[src/rtl/bp_pkg.sv]
// Shared definitions for the gshare/gselect branch predictor.
//   - index_mode encodings (BP_GSHARE, BP_GSELECT)
//   - predictor FSM state type (ST_INIT, ST_RUN)
//   - bp_sat_next(): saturating counter step for counters up to 4 bits wide
package bp_pkg;

  localparam int BP_GSHARE  = 0;
  localparam int BP_GSELECT = 1;

  typedef enum logic {
    ST_INIT,
    ST_RUN
  } bp_state_e;

  // Step an n-bit saturating counter (n <= 4) held in the low bits of count.
  function automatic logic [3:0] bp_sat_next(input logic [3:0] count,
                                             input logic taken,
                                             input int unsigned n);
    logic [3:0] lim;
    lim = 4'((5'd1 << n) - 5'd1);
    if (taken) begin
      return (count >= lim) ? lim : count + 4'd1;
    end
    return (count == 4'd0) ? 4'd0 : count - 4'd1;
  endfunction

endpackage

[src/rtl/bp_sat_counter_update.sv]
// Combinational saturating-counter next-state logic.
// Ports:
//   count_i  [n-1:0]  current counter value
//   taken_i           resolved branch direction
//   count_o  [n-1:0]  counter after the update (clamped at 0 and 2^n-1)
module bp_sat_counter_update
  import bp_pkg::*;
#(
  parameter int n = 2
) (
  input  logic [n-1:0] count_i,
  input  logic         taken_i,
  output logic [n-1:0] count_o
);

  assign count_o = n'(bp_sat_next(4'(count_i), taken_i, n));

endmodule

[src/rtl/gshare_branch_predictor.sv]
// Global-history branch predictor with a single PHT of n-bit saturating
// counters, indexed by gshare (address XOR GHR) or gselect ({address, GHR}).
// After reset an INIT sweep writes weakly-not-taken into every entry; ready
// rises once the sweep is done. Lookups shift their prediction into the GHR
// speculatively; a mispredict update restores it from the returned history.
//
// Ports:
//   clk, rst                     clock, synchronous active-high reset
//   ready                        init sweep complete
//   lookup_valid/lookup_address  prediction request
//   pred_valid, prediction       result, one cycle after an accepted lookup
//   pred_index, pred_history     index and pre-shift GHR, returned with update
//   update_valid/_index/_history/_taken/_mispredict  resolution feedback
//
// Build option: define GSHARE_BYPASS_EN to forward a same-cycle update to a
// lookup of the same index (default: lookup sees the pre-update counter).
module gshare_branch_predictor
  import bp_pkg::*;
#(
  parameter int address_width = 8,
  parameter int m             = 4,
  parameter int n             = 2,
  parameter int index_mode    = BP_GSHARE,
  localparam int IW = (index_mode == BP_GSELECT) ? address_width + m : address_width
) (
  input  logic                     clk,
  input  logic                     rst,
  output logic                     ready,
  input  logic                     lookup_valid,
  input  logic [address_width-1:0] lookup_address,
  output logic                     pred_valid,
  output logic                     prediction,
  output logic [IW-1:0]            pred_index,
  output logic [m-1:0]             pred_history,
  input  logic                     update_valid,
  input  logic [IW-1:0]            update_index,
  input  logic [m-1:0]             update_history,
  input  logic                     update_taken,
  input  logic                     update_mispredict
);

  localparam int DEPTH = 1 << IW;
  localparam logic [n-1:0] WNT = n'((1 << (n - 1)) - 1);

  logic [n-1:0]  pht_q [DEPTH];
  bp_state_e     state_q, state_d;
  logic [IW-1:0] ptr_q;
  logic [m-1:0]  ghr_q, ghr_d, ghr_spec, ghr_recover;
  logic          pred_valid_q, prediction_q;
  logic [IW-1:0] pred_index_q;
  logic [m-1:0]  pred_history_q;

  logic [IW-1:0] lookup_idx;
  logic          lookup_fire, update_fire, pred_bit;
  logic [n-1:0]  upd_next;

  assign lookup_fire = lookup_valid && (state_q == ST_RUN);
  assign update_fire = update_valid && (state_q == ST_RUN);

  generate
    if (index_mode == BP_GSELECT) begin : g_gselect
      assign lookup_idx = {lookup_address, ghr_q};
    end else begin : g_gshare
      assign lookup_idx = lookup_address ^ IW'(ghr_q);
    end
  endgenerate

  bp_sat_counter_update #(.n(n)) u_sat (
    .count_i (pht_q[update_index]),
    .taken_i (update_taken),
    .count_o (upd_next)
  );

`ifdef GSHARE_BYPASS_EN
  assign pred_bit = (update_fire && (update_index == lookup_idx))
                    ? upd_next[n-1] : pht_q[lookup_idx][n-1];
`else
  assign pred_bit = pht_q[lookup_idx][n-1];
`endif

  // History shift/recovery; m == 1 has no older bits to keep.
  generate
    if (m == 1) begin : g_hist1
      logic unused_hist;
      assign unused_hist = ^{update_history, ghr_q};
      assign ghr_spec    = pred_bit;
      assign ghr_recover = update_taken;
    end else begin : g_histn
      logic unused_hist_msb;
      assign unused_hist_msb = update_history[m-1];
      assign ghr_spec    = {ghr_q[m-2:0], pred_bit};
      assign ghr_recover = {update_history[m-2:0], update_taken};
    end
  endgenerate

  // Recovery takes priority: the concurrent lookup is younger and is flushed.
  always_comb begin
    ghr_d = ghr_q;
    if (update_fire && update_mispredict) begin
      ghr_d = ghr_recover;
    end else if (lookup_fire) begin
      ghr_d = ghr_spec;
    end
  end

  always_comb begin
    state_d = state_q;
    case (state_q)
      ST_INIT: if (ptr_q == {IW{1'b1}}) state_d = ST_RUN;
      ST_RUN:  state_d = ST_RUN;
      default: state_d = ST_INIT;
    endcase
  end

  always_ff @(posedge clk) begin
    if (rst) begin
      state_q        <= ST_INIT;
      ptr_q          <= '0;
      ghr_q          <= '0;
      pred_valid_q   <= 1'b0;
      prediction_q   <= 1'b0;
      pred_index_q   <= '0;
      pred_history_q <= '0;
    end else begin
      state_q      <= state_d;
      ghr_q        <= ghr_d;
      pred_valid_q <= lookup_fire;
      if (state_q == ST_INIT) begin
        ptr_q <= ptr_q + 1'b1;
      end
      if (lookup_fire) begin
        prediction_q   <= pred_bit;
        pred_index_q   <= lookup_idx;
        pred_history_q <= ghr_q;
      end
    end
  end

  // PHT storage carries no reset; the INIT sweep initialises it.
  always_ff @(posedge clk) begin
    if (!rst) begin
      if (state_q == ST_INIT) begin
        pht_q[ptr_q] <= WNT;
      end else if (update_fire) begin
        pht_q[update_index] <= upd_next;
      end
    end
  end

  assign ready        = (state_q == ST_RUN);
  assign pred_valid   = pred_valid_q;
  assign prediction   = prediction_q;
  assign pred_index   = pred_index_q;
  assign pred_history = pred_history_q;

endmodule
[config.mk]
export PLATFORM = sky130hd
export DESIGN_NAME = gshare_branch_predictor
export DESIGN_NICKNAME = d
export VERILOG_FILES = /design/src/rtl/bp_pkg.sv /design/src/rtl/bp_sat_counter_update.sv /design/src/rtl/gshare_branch_predictor.sv
export SDC_FILE = /design/constraint.sdc
export NUM_CORES = 1
export LEC_CHECK = 0
export ABC_AREA = 0
export ABC_CLOCK_PERIOD_IN_PS = 16680
export CORE_MARGIN = 2
export CORE_UTILIZATION = 54
export CTS_CLUSTER_SIZE = 25
export DETAILED_ROUTE_END_ITERATION = 8
export PLACE_DENSITY = 0.76
export SLEW_MARGIN = 30
export SYNTH_ARGS = -nofsm -noshare
export SYNTH_HDL_FRONTEND = slang
export SYNTH_SLANG_ARGS = --single-unit
[constraint.sdc]
create_clock -name clk -period 16.68 [get_ports clk]
set_input_delay 3.336 -clock clk [delete_from_list [all_inputs] [get_ports clk]]
set_output_delay 3.336 -clock clk [all_outputs]
set_load 0.1 [all_outputs]
==> results.rst, run 1 <==
.. list-table::
   :header-rows: 1

   * - Metric
     - Value
   * - H-tree depth reported by CTS
     - 2
   * - Total iterations of the first detailed-routing run
     - 7
   * - Class of the tightest hold or removal check
     - reg2reg
   * - Dominant cells by area after synthesis
     - sky130_fd_sc_hd__edfxtp_1, sky130_fd_sc_hd__mux4_2, sky130_fd_sc_hd__nor2_1
   * - Max cap viols
     - 0
   * - Number of input and output port buffers inserted
     - 39
   * - Number of instances in the synthesized netlist
     - approximately 1600
   * - Netlist area before placement
     - 24700 um2
   * - Average size of a mapped cell
     - approximately 15 um2
   * - Count of state elements after synthesis
     - 539
   * - Final RePlAce weighted congestion
     - 0.897
   * - Pin count of the biggest net entering global routing
     - 113
   * - DIE AREA
     - 47500 um2
   * - Cell type with the highest aggregate area in the netlist
     - sky130_fd_sc_hd__edfxtp_1
   * - Min Clock Period, post-route
     - 8.30 ns
   * - Via Count
     - 15600
   * - HP Start
     - pred_history[2]
   * - Worst clock skew on the final layout
     - approximately 0.02 ns
   * - Standby leakage power
     - 9.43 nW
   * - Slew at the pin closest to its max-slew limit
     - 1.09 ns
   * - First-pass GRT wire length
     - 97300 um
   * - Reg-to-reg setup timing slack
     - ~12 ns
   * - Total power draw
     - 2.80 mW
   * - Upper clock frequency limit
     - between 100 and 150 MHz
   * - Path type of the worst setup path
     - in2reg
   * - Synthesis-to-layout area growth
     - 10.4%
   * - Final Setup Violations
     - 0
   * - Share of layout cells above drive strength 1
     - 18.3%
   * - Die H
     - 218 um
   * - Post-CTS setup repair buffer count
     - 0
   * - Run status
     - complete, no violations
   * - Total routing usage reported by global routing
     - 28.1%
   * - GR Overflow Total
     - 0
   * - Vias per Instance
     - 6.88
   * - Wirelength per Cell
     - 29.2 um
   * - Final cycle utilization of the critical path
     - around 50%
   * - R2R Path Start
     - ghr_q[0]
   * - Starting density of the core
     - 54.6%
   * - Critical path startpoint category
     - input pin
   * - Final max-slew violation count
     - 0
   * - Number of cells in the finished layout apart from fillers
     - 2265
   * - Placeable core region
     - 45300 um2
   * - Slew HR
     - 27.0%
   * - Number of top-level pins
     - 41
   * - Clock latency at the later pin of the worst-skew pair
     - 0.61 ns
   * - Clk buf depth
     - 3
   * - Hold violation total from the final report
     - 0
   * - Number of library cell types mapped by synthesis
     - 60
   * - Total CTS buffers
     - 53
   * - Capture instance of the worst register-to-register path
     - ghr_q[0]
   * - Power Dens Cells
     - 103 nW/um2
   * - Synth top area share
     - 62.2%
   * - Critical path required time
     - about 17 ns
   * - Most used flip-flop cell after synthesis
     - sky130_fd_sc_hd__edfxtp_1
   * - CTS tree
     - done
   * - Mapped Nets
     - 1641
   * - Initial antenna violation count
     - 2
   * - Worst-case reg-to-reg path depth
     - 10
   * - Sequential cell area fraction in the yosys report
     - 64.4%
   * - Total Neg Setup Slack
     - 0 ns
   * - Number of nets in the finished design
     - about 1600
   * - Post-route core utilization
     - 60.3%
   * - Initial drt markers
     - between 2000 and 2500
   * - Maximum VDD drop
     - 111 uV
   * - Half-perimeter wire length after placement
     - 39800 um
   * - Overall die width
     - 218 um
   * - Hold EP
     - pred_history[2]
   * - Endpoint class of the critical path
     - flip-flop
   * - Unrepaired setup endpoints after global routing
     - false
   * - Vias in the first global route
     - around 16000
   * - Total number of yosys warnings
     - 0
   * - Post-route DRC violation count
     - 0
   * - Clock transition at the registers of the reported paths
     - approximately 0.060 ns
   * - Wirelength, routed
     - between 60000 and 70000 um
   * - Largest fanout of any net on the critical path
     - 88
   * - Worst Hold Depth
     - 2
   * - Cts-stage hold buffer count
     - 0
   * - Placed Cells
     - 2167
   * - Library cell used as clock root buffer
     - sky130_fd_sc_hd__clkbuf_16
   * - WP data arrival
     - 8.57 ns
   * - Proportion of register bits with asynchronous set or reset after synthesis
     - 0%
   * - Resize count post-CTS
     - 0
   * - Routed Antenna Nets
     - 0
   * - TritonCTS sink count
     - around 540
   * - EDFF count, synth
     - 512
   * - Standard-cell row count
     - 78
cells in the mapped netlist, types with 3 or more instances:
cell and n:
sky130_fd_sc_hd__dfxtp_1 27, sky130_fd_sc_hd__and2_1 3, sky130_fd_sc_hd__inv_1 4, sky130_fd_sc_hd__o211ai_1 4, sky130_fd_sc_hd__o41ai_1 3, sky130_fd_sc_hd__mux2_2 4
sky130_fd_sc_hd__nand3_1 50, sky130_fd_sc_hd__nand2_1 127, sky130_fd_sc_hd__and3_1 4, sky130_fd_sc_hd__clkbuf_1 61, sky130_fd_sc_hd__buf_12 6, sky130_fd_sc_hd__a21oi_1 37
sky130_fd_sc_hd__nor2_1 284, sky130_fd_sc_hd__o21ai_1 8, sky130_fd_sc_hd__a221oi_1 9, sky130_fd_sc_hd__nor3_1 11, sky130_fd_sc_hd__buf_6 12, sky130_fd_sc_hd__buf_4 14
sky130_fd_sc_hd__nor2b_1 4, sky130_fd_sc_hd__mux4_2 153, sky130_fd_sc_hd__xnor2_1 4, sky130_fd_sc_hd__edfxtp_1 512, sky130_fd_sc_hd__a31oi_1 8, sky130_fd_sc_hd__o21ai_0 12
sky130_fd_sc_hd__or3_1 5, sky130_fd_sc_hd__o22ai_1 17, sky130_fd_sc_hd__xor2_1 7, sky130_fd_sc_hd__a311oi_1 3, sky130_fd_sc_hd__o31ai_1 6, sky130_fd_sc_hd__o221ai_2 3
sky130_fd_sc_hd__nand4_1 8, sky130_fd_sc_hd__nand3b_1 10, sky130_fd_sc_hd__a211oi_1 14, sky130_fd_sc_hd__nand2b_1 9, sky130_fd_sc_hd__a22oi_1 3, sky130_fd_sc_hd__mux2i_1 81
sky130_fd_sc_hd__o221ai_1 31, sky130_fd_sc_hd__mux4_1 8, sky130_fd_sc_hd__buf_2 20
power breakdown:
part           switching [mW]  internal (mW)
Clock                   0.505          0.686
Combinational          0.0983         0.0530
Sequential            0.00158           1.46
Total                   0.605           2.20
area by class of cell:
type / instances / area [um2]
diodes: 1 / 2.50
clock buffers: 66 / 1400
clock inverters: 31 / 318
fillers: 3307 / 18000
inverters: 4 / 15.0
multi-input cells: 955 / 8270
flip-flops and latches: 539 / 15900
well taps: 600 / 751
repair buffers: 69 / 629
cells in the final DEF (no fill, tap or decap), types with 17 or more instances in the layout:
cell / n
sky130_fd_sc_hd__edfxtp_1: 512
sky130_fd_sc_hd__nor2_1: 281
sky130_fd_sc_hd__mux4_2: 153
sky130_fd_sc_hd__nand2_1: 127
sky130_fd_sc_hd__mux2i_1: 81
sky130_fd_sc_hd__clkbuf_16: 54
sky130_fd_sc_hd__nand3_1: 36
sky130_fd_sc_hd__a21oi_1: 35
sky130_fd_sc_hd__clkdlybuf4s50_1: 35
sky130_fd_sc_hd__o221ai_1: 31
sky130_fd_sc_hd__dfxtp_1: 27
sky130_fd_sc_hd__buf_4: 26
sky130_fd_sc_hd__o22ai_1: 17
metrics by stage:
step           cell area (um2)  hold slack (ns)  worst slack (ns)
3_3_place_gp             25500            0.444              7.57
2_1_floorplan            24700            0.481              2.94
5_1_grt                  27300            0.484              8.05
3_5_place_dp             25500            0.452              7.74
6_report                 27300            0.467              8.38
4_1_cts                  27200            0.466              8.37
routing by layer:
layer	GRT usage [%]	up-vias	part of all wire, %
li1	-	6374	-
met1	36.5	7895	36
met2	45.2	1078	48
met3	6.67	244	12
met4	12.9	2	4.8
met5	0	-	0.029
state kept, by name (all words and copies together) (netlist names):
signal	cells
pht_q	512
pred_index	8
ptr_q	8
ghr_q	4
pred_history	4
pred_valid	1
prediction	1
ready	1
critical path, cell delays in order:
cell                       delay, ns
sky130_fd_sc_hd__clkbuf_8       0.63
sky130_fd_sc_hd__buf_4          0.83
sky130_fd_sc_hd__mux4_1         0.68
sky130_fd_sc_hd__mux4_2         0.52
sky130_fd_sc_hd__mux2_2         0.28
sky130_fd_sc_hd__a21oi_1        0.29
sky130_fd_sc_hd__nor3_1         0.12
sky130_fd_sc_hd__nand4b_1       0.16
sky130_fd_sc_hd__a21oi_1        0.11
sky130_fd_sc_hd__o21ai_4        0.16
sky130_fd_sc_hd__buf_4          0.50
sky130_fd_sc_hd__buf_4          0.78
worst max path at each step:
stage / startpoint / end / slack (ns) / depth (start not counted)
after global routing: update_index[0] / pht_q[161][0] / 8.05 / 13
after global placement: update_index[0] / pht_q[185][1] / 7.57 / 12
after CTS: update_index[0] / pht_q[185][1] / 8.37 / 13
final: update_index[0] / pht_q[173][0] / 8.38 / 12
after detailed placement: update_index[0] / pht_q[138][1] / 7.74 / 13
after floorplan: update_index[1] / pht_q[0][1] / 2.94 / 12
logic make-up (layout without fill, tap and decap cells):
kind of cell	Yosys count	count (layout)	share of synthesized area [%]
buf+inv	120	170	2.94
xor+xnor	13	13	0.567
simple gates	525	525	8.98
compound gates	170	170	4.85
other cells	0	1	0
mux	246	246	18.2
fa+ha+maj	1	1	0.0506
flops	539	539	64.4
Power figures use the tool's default switching activity.
==> run 2: changes to the inputs <==
- ABC_CLOCK_PERIOD_IN_PS: 16680 -> 8600
- clock period: 16.68 -> 8.6 ns (I/O delays scaled with it)
==> run 2 against run 1 <==
Against the previous run: sequential cell count unchanged; via count decreased by 0.85%; register-to-register slack got worse by 8.0 ns; core utilization increased by 0.32 points; wire length decreased by 0.66%; critical path type unchanged; critical endpoint is now pht_q[81][0].
==> results.rst, run 2 (same netlist as run 1, synthesis figures left out) <==
.. list-table::
   :header-rows: 1

   * - Metric
     - Value
   * - Run status
     - complete, no violations
   * - Final cycle utilization of the critical path
     - 70.3%
   * - Total power draw
     - 5.50 mW (+96%)
   * - Starting density of the core
     - 54.6% (unchanged)
   * - Combinational cell fraction of total power
     - 5.4% (about the same)
   * - Endpoint class of the critical path
     - flip-flop
   * - Commonest non-fill, non-tap cells in the layout
     - sky130_fd_sc_hd__edfxtp_1, sky130_fd_sc_hd__nor2_1, sky130_fd_sc_hd__mux4_2
   * - Upper clock frequency limit
     - 165 MHz
   * - Worst clock skew on the final layout
     - 0.0243 ns (+0.00433 ns)
   * - Post-route core utilization
     - 60.6% (+0.32 points)
   * - Power Internal
     - 4.31 mW (+96%)
   * - Worst stage delay on the critical path
     - 0.71 ns (-0.12 ns)
   * - Half-perimeter wire length after placement
     - 40800 um (+2.5%)
   * - Standard-cell row count
     - 78 (unchanged)
   * - Critical path startpoint category
     - input pin
   * - Cell breakdown of the critical path
     - buf_2 > nand2b_1 > buf_4 > o221ai_1 > o22ai_1 > a211oi_1 > a211oi_1 > or4_4 > nor3_2 > a21oi_1 > o21ai_4 > buf_16 > buf_4
   * - Max cap viols
     - 0 (unchanged)
   * - Die H
     - 218 um (unchanged)
   * - Switching component of the power
     - 1.19 mW (+97%)
   * - Most common cell after layout, fill and taps aside
     - sky130_fd_sc_hd__edfxtp_1
   * - Library cell used as clock root buffer
     - sky130_fd_sc_hd__clkbuf_16
   * - Wirelength per Cell
     - 28.9 um (-1.1%)
   * - Share of layout cells above drive strength 1
     - 18.8% (+0.43 points)
   * - First-pass GRT wire length
     - 97100 um (-0.28%)
   * - DIE AREA
     - 47500 um2 (unchanged)
   * - Overall die width
     - 218 um (unchanged)
   * - Clk buf depth
     - 3 (unchanged)
   * - Cts-stage hold buffer count
     - 0 (unchanged)
   * - Placeable core region
     - 45300 um2 (unchanged)
   * - Cell with the largest stage delay on the worst path
     - sky130_fd_sc_hd__nand2b_1
   * - Largest fanout of any net on the critical path
     - 44 (-50%)
   * - Slew at the pin closest to its max-slew limit
     - 1.12 ns (+0.0270 ns)
   * - Clock share of power
     - 43.1% (+0.6 points)
   * - Unrepaired setup endpoints after global routing
     - false
   * - Clock transition at the registers of the reported paths
     - 0.06 ns (about the same)
   * - Initial antenna violation count
     - 1 (-1)
   * - CTS tree
     - done
   * - Post-CTS setup repair buffer count
     - 0 (unchanged)
   * - Clock latency at the later pin of the worst-skew pair
     - 0.62 ns (about the same)
   * - Vias in the first global route
     - 15700 (+0.42%)
   * - Total routing usage reported by global routing
     - 28.1% (about the same)
   * - Final hold slack
     - 0.456 ns (-0.0112 ns)
   * - Sw frac
     - 21.7% (+0.092 points)
   * - Synthesis-to-layout area growth
     - 11.0%
   * - Routed Antenna Nets
     - 0 (unchanged)
   * - TritonCTS sink count
     - 539 (unchanged)
   * - Total Neg Setup Slack
     - 0 ns (unchanged)
   * - GR Overflow Total
     - 0 (unchanged)
   * - Power Dens Cells
     - 200 nW/um2 (+95%)
   * - Number of input and output port buffers inserted
     - 39 (unchanged)
   * - Pin count of the biggest net entering global routing
     - 160 (+42%)
   * - Wirelength, routed
     - 65800 um (-0.66%)
   * - Number of top-level pins
     - 41 (unchanged)
   * - H-tree depth reported by CTS
     - 2 (unchanged)
   * - Via Count
     - 15500 (-0.85%)
   * - Final max-slew violation count
     - 0 (unchanged)
   * - Number of nets in the finished design
     - 1657 (+0.49%)
   * - Standby leakage power
     - 9.53 nW (+1.1%)
   * - Slew HR
     - 25.2% (-1.8 points)
   * - Total iterations of the first detailed-routing run
     - 6 (-1)
   * - WP data arrival
     - 6.42 ns (-2.15 ns)
   * - Register containing the most flip-flops in the final layout
     - pht_q
   * - Class of the tightest hold or removal check
     - reg2reg
   * - Post-route DRC violation count
     - 0 (unchanged)
   * - Min Clock Period, post-route
     - about 6.0 ns
   * - Antenna cell count
     - 0 (-1)
   * - Critical path required time
     - 8.97 ns (-7.98 ns)
   * - Hold violation total from the final report
     - 0 (unchanged)
   * - Final RePlAce weighted congestion
     - 0.895 (-0.23%)
   * - Initial drt markers
     - 2318 (+1.1%)
   * - Resize count post-CTS
     - 0 (unchanged)
   * - Maximum VDD drop
     - 162 uV (+46%)
   * - Vias per Instance
     - 6.80 (-1.2%)
   * - Sequential group share of total power
     - 51.5% (-0.6 points)
   * - Path type of the worst setup path
     - in2reg
   * - Total CTS buffers
     - 54 (+1.9%)
   * - Final Setup Violations
     - 0 (unchanged)
   * - Max reg flops
     - 512 (unchanged)
==> run 2: changes by cell type in the layout (fill, tap and decap cells not counted), sizes merged <==
cell      before  now
buf           33   40
clkbuf        67   69
diode          1    0
clkinvlp       2    1
bufinv         6    4
clkinv        22   26
==> run 2: final timing paths <==
check	from	cells past startpoint	slack, ns	to
max	update_index[2]	13	2.55	pht_q[81][0]
min	pred_history[3]	2	0.46	pred_history[3]
min reg2reg	pred_history[3]	2	0.46	pred_history[3]
max reg2reg	pht_q[33][0]	11	4.41	pht_q[81][0]
==> run 2: power groups by stage <==
stage / logic [mW] / clock network (mW) / registers [mW]
after global routing: 0.306 / 2.47 / 2.83
final: 0.296 / 2.37 / 2.83
after global placement: 0.282 / 0 / 2.89
after floorplan: 0.193 / 0 / 2.89
after CTS: 0.289 / 2.38 / 2.83
after detailed placement: 0.287 / 0 / 2.89
==> run 2: area by class of cell <==
cell class	instances	area (um2)
well taps	600	751
fillers	3305	17800
inverters	4	15.0
flip-flops and latches	539	15900
repair buffers	76	733
multi-input cells	955	8230
clock buffers	68	1520
clock inverters	32	273
==> run 2: critical path, delay by kind of cell <==
kind                   cells  cell delay, ns
AOI/OAI and AO/OA          6            1.66
buffers and inverters      4            1.59
and+or+nand+nor            3            1.38
==> run 2: stage by stage <==
stage	setup WS, ns	cells	instance area [um2]
6_report	2.55	2274	27400
5_1_grt	2.33	2274	27400
4_1_cts	2.65	2274	27400
3_5_place_dp	2.05	2174	25600
3_3_place_gp	1.97	2173	25600
2_1_floorplan	0.327	1614	24700
==> run 2: per-layer routing <==
| layer | global-route usage [%] | routed length (um) | vias to the layer above | share of wire, % |
|---|---|---|---|---|
| met1 | 36.8 | 23500 | 7726 | 36 |
| li1 | - | - | 6397 | - |
| met5 | 0 | 0 | - | 0 |
| met3 | 7.45 | 8040 | 266 | 12 |
| met4 | 14.9 | 3850 | 0 | 5.9 |
| met2 | 43.4 | 30300 | 1072 | 46 |
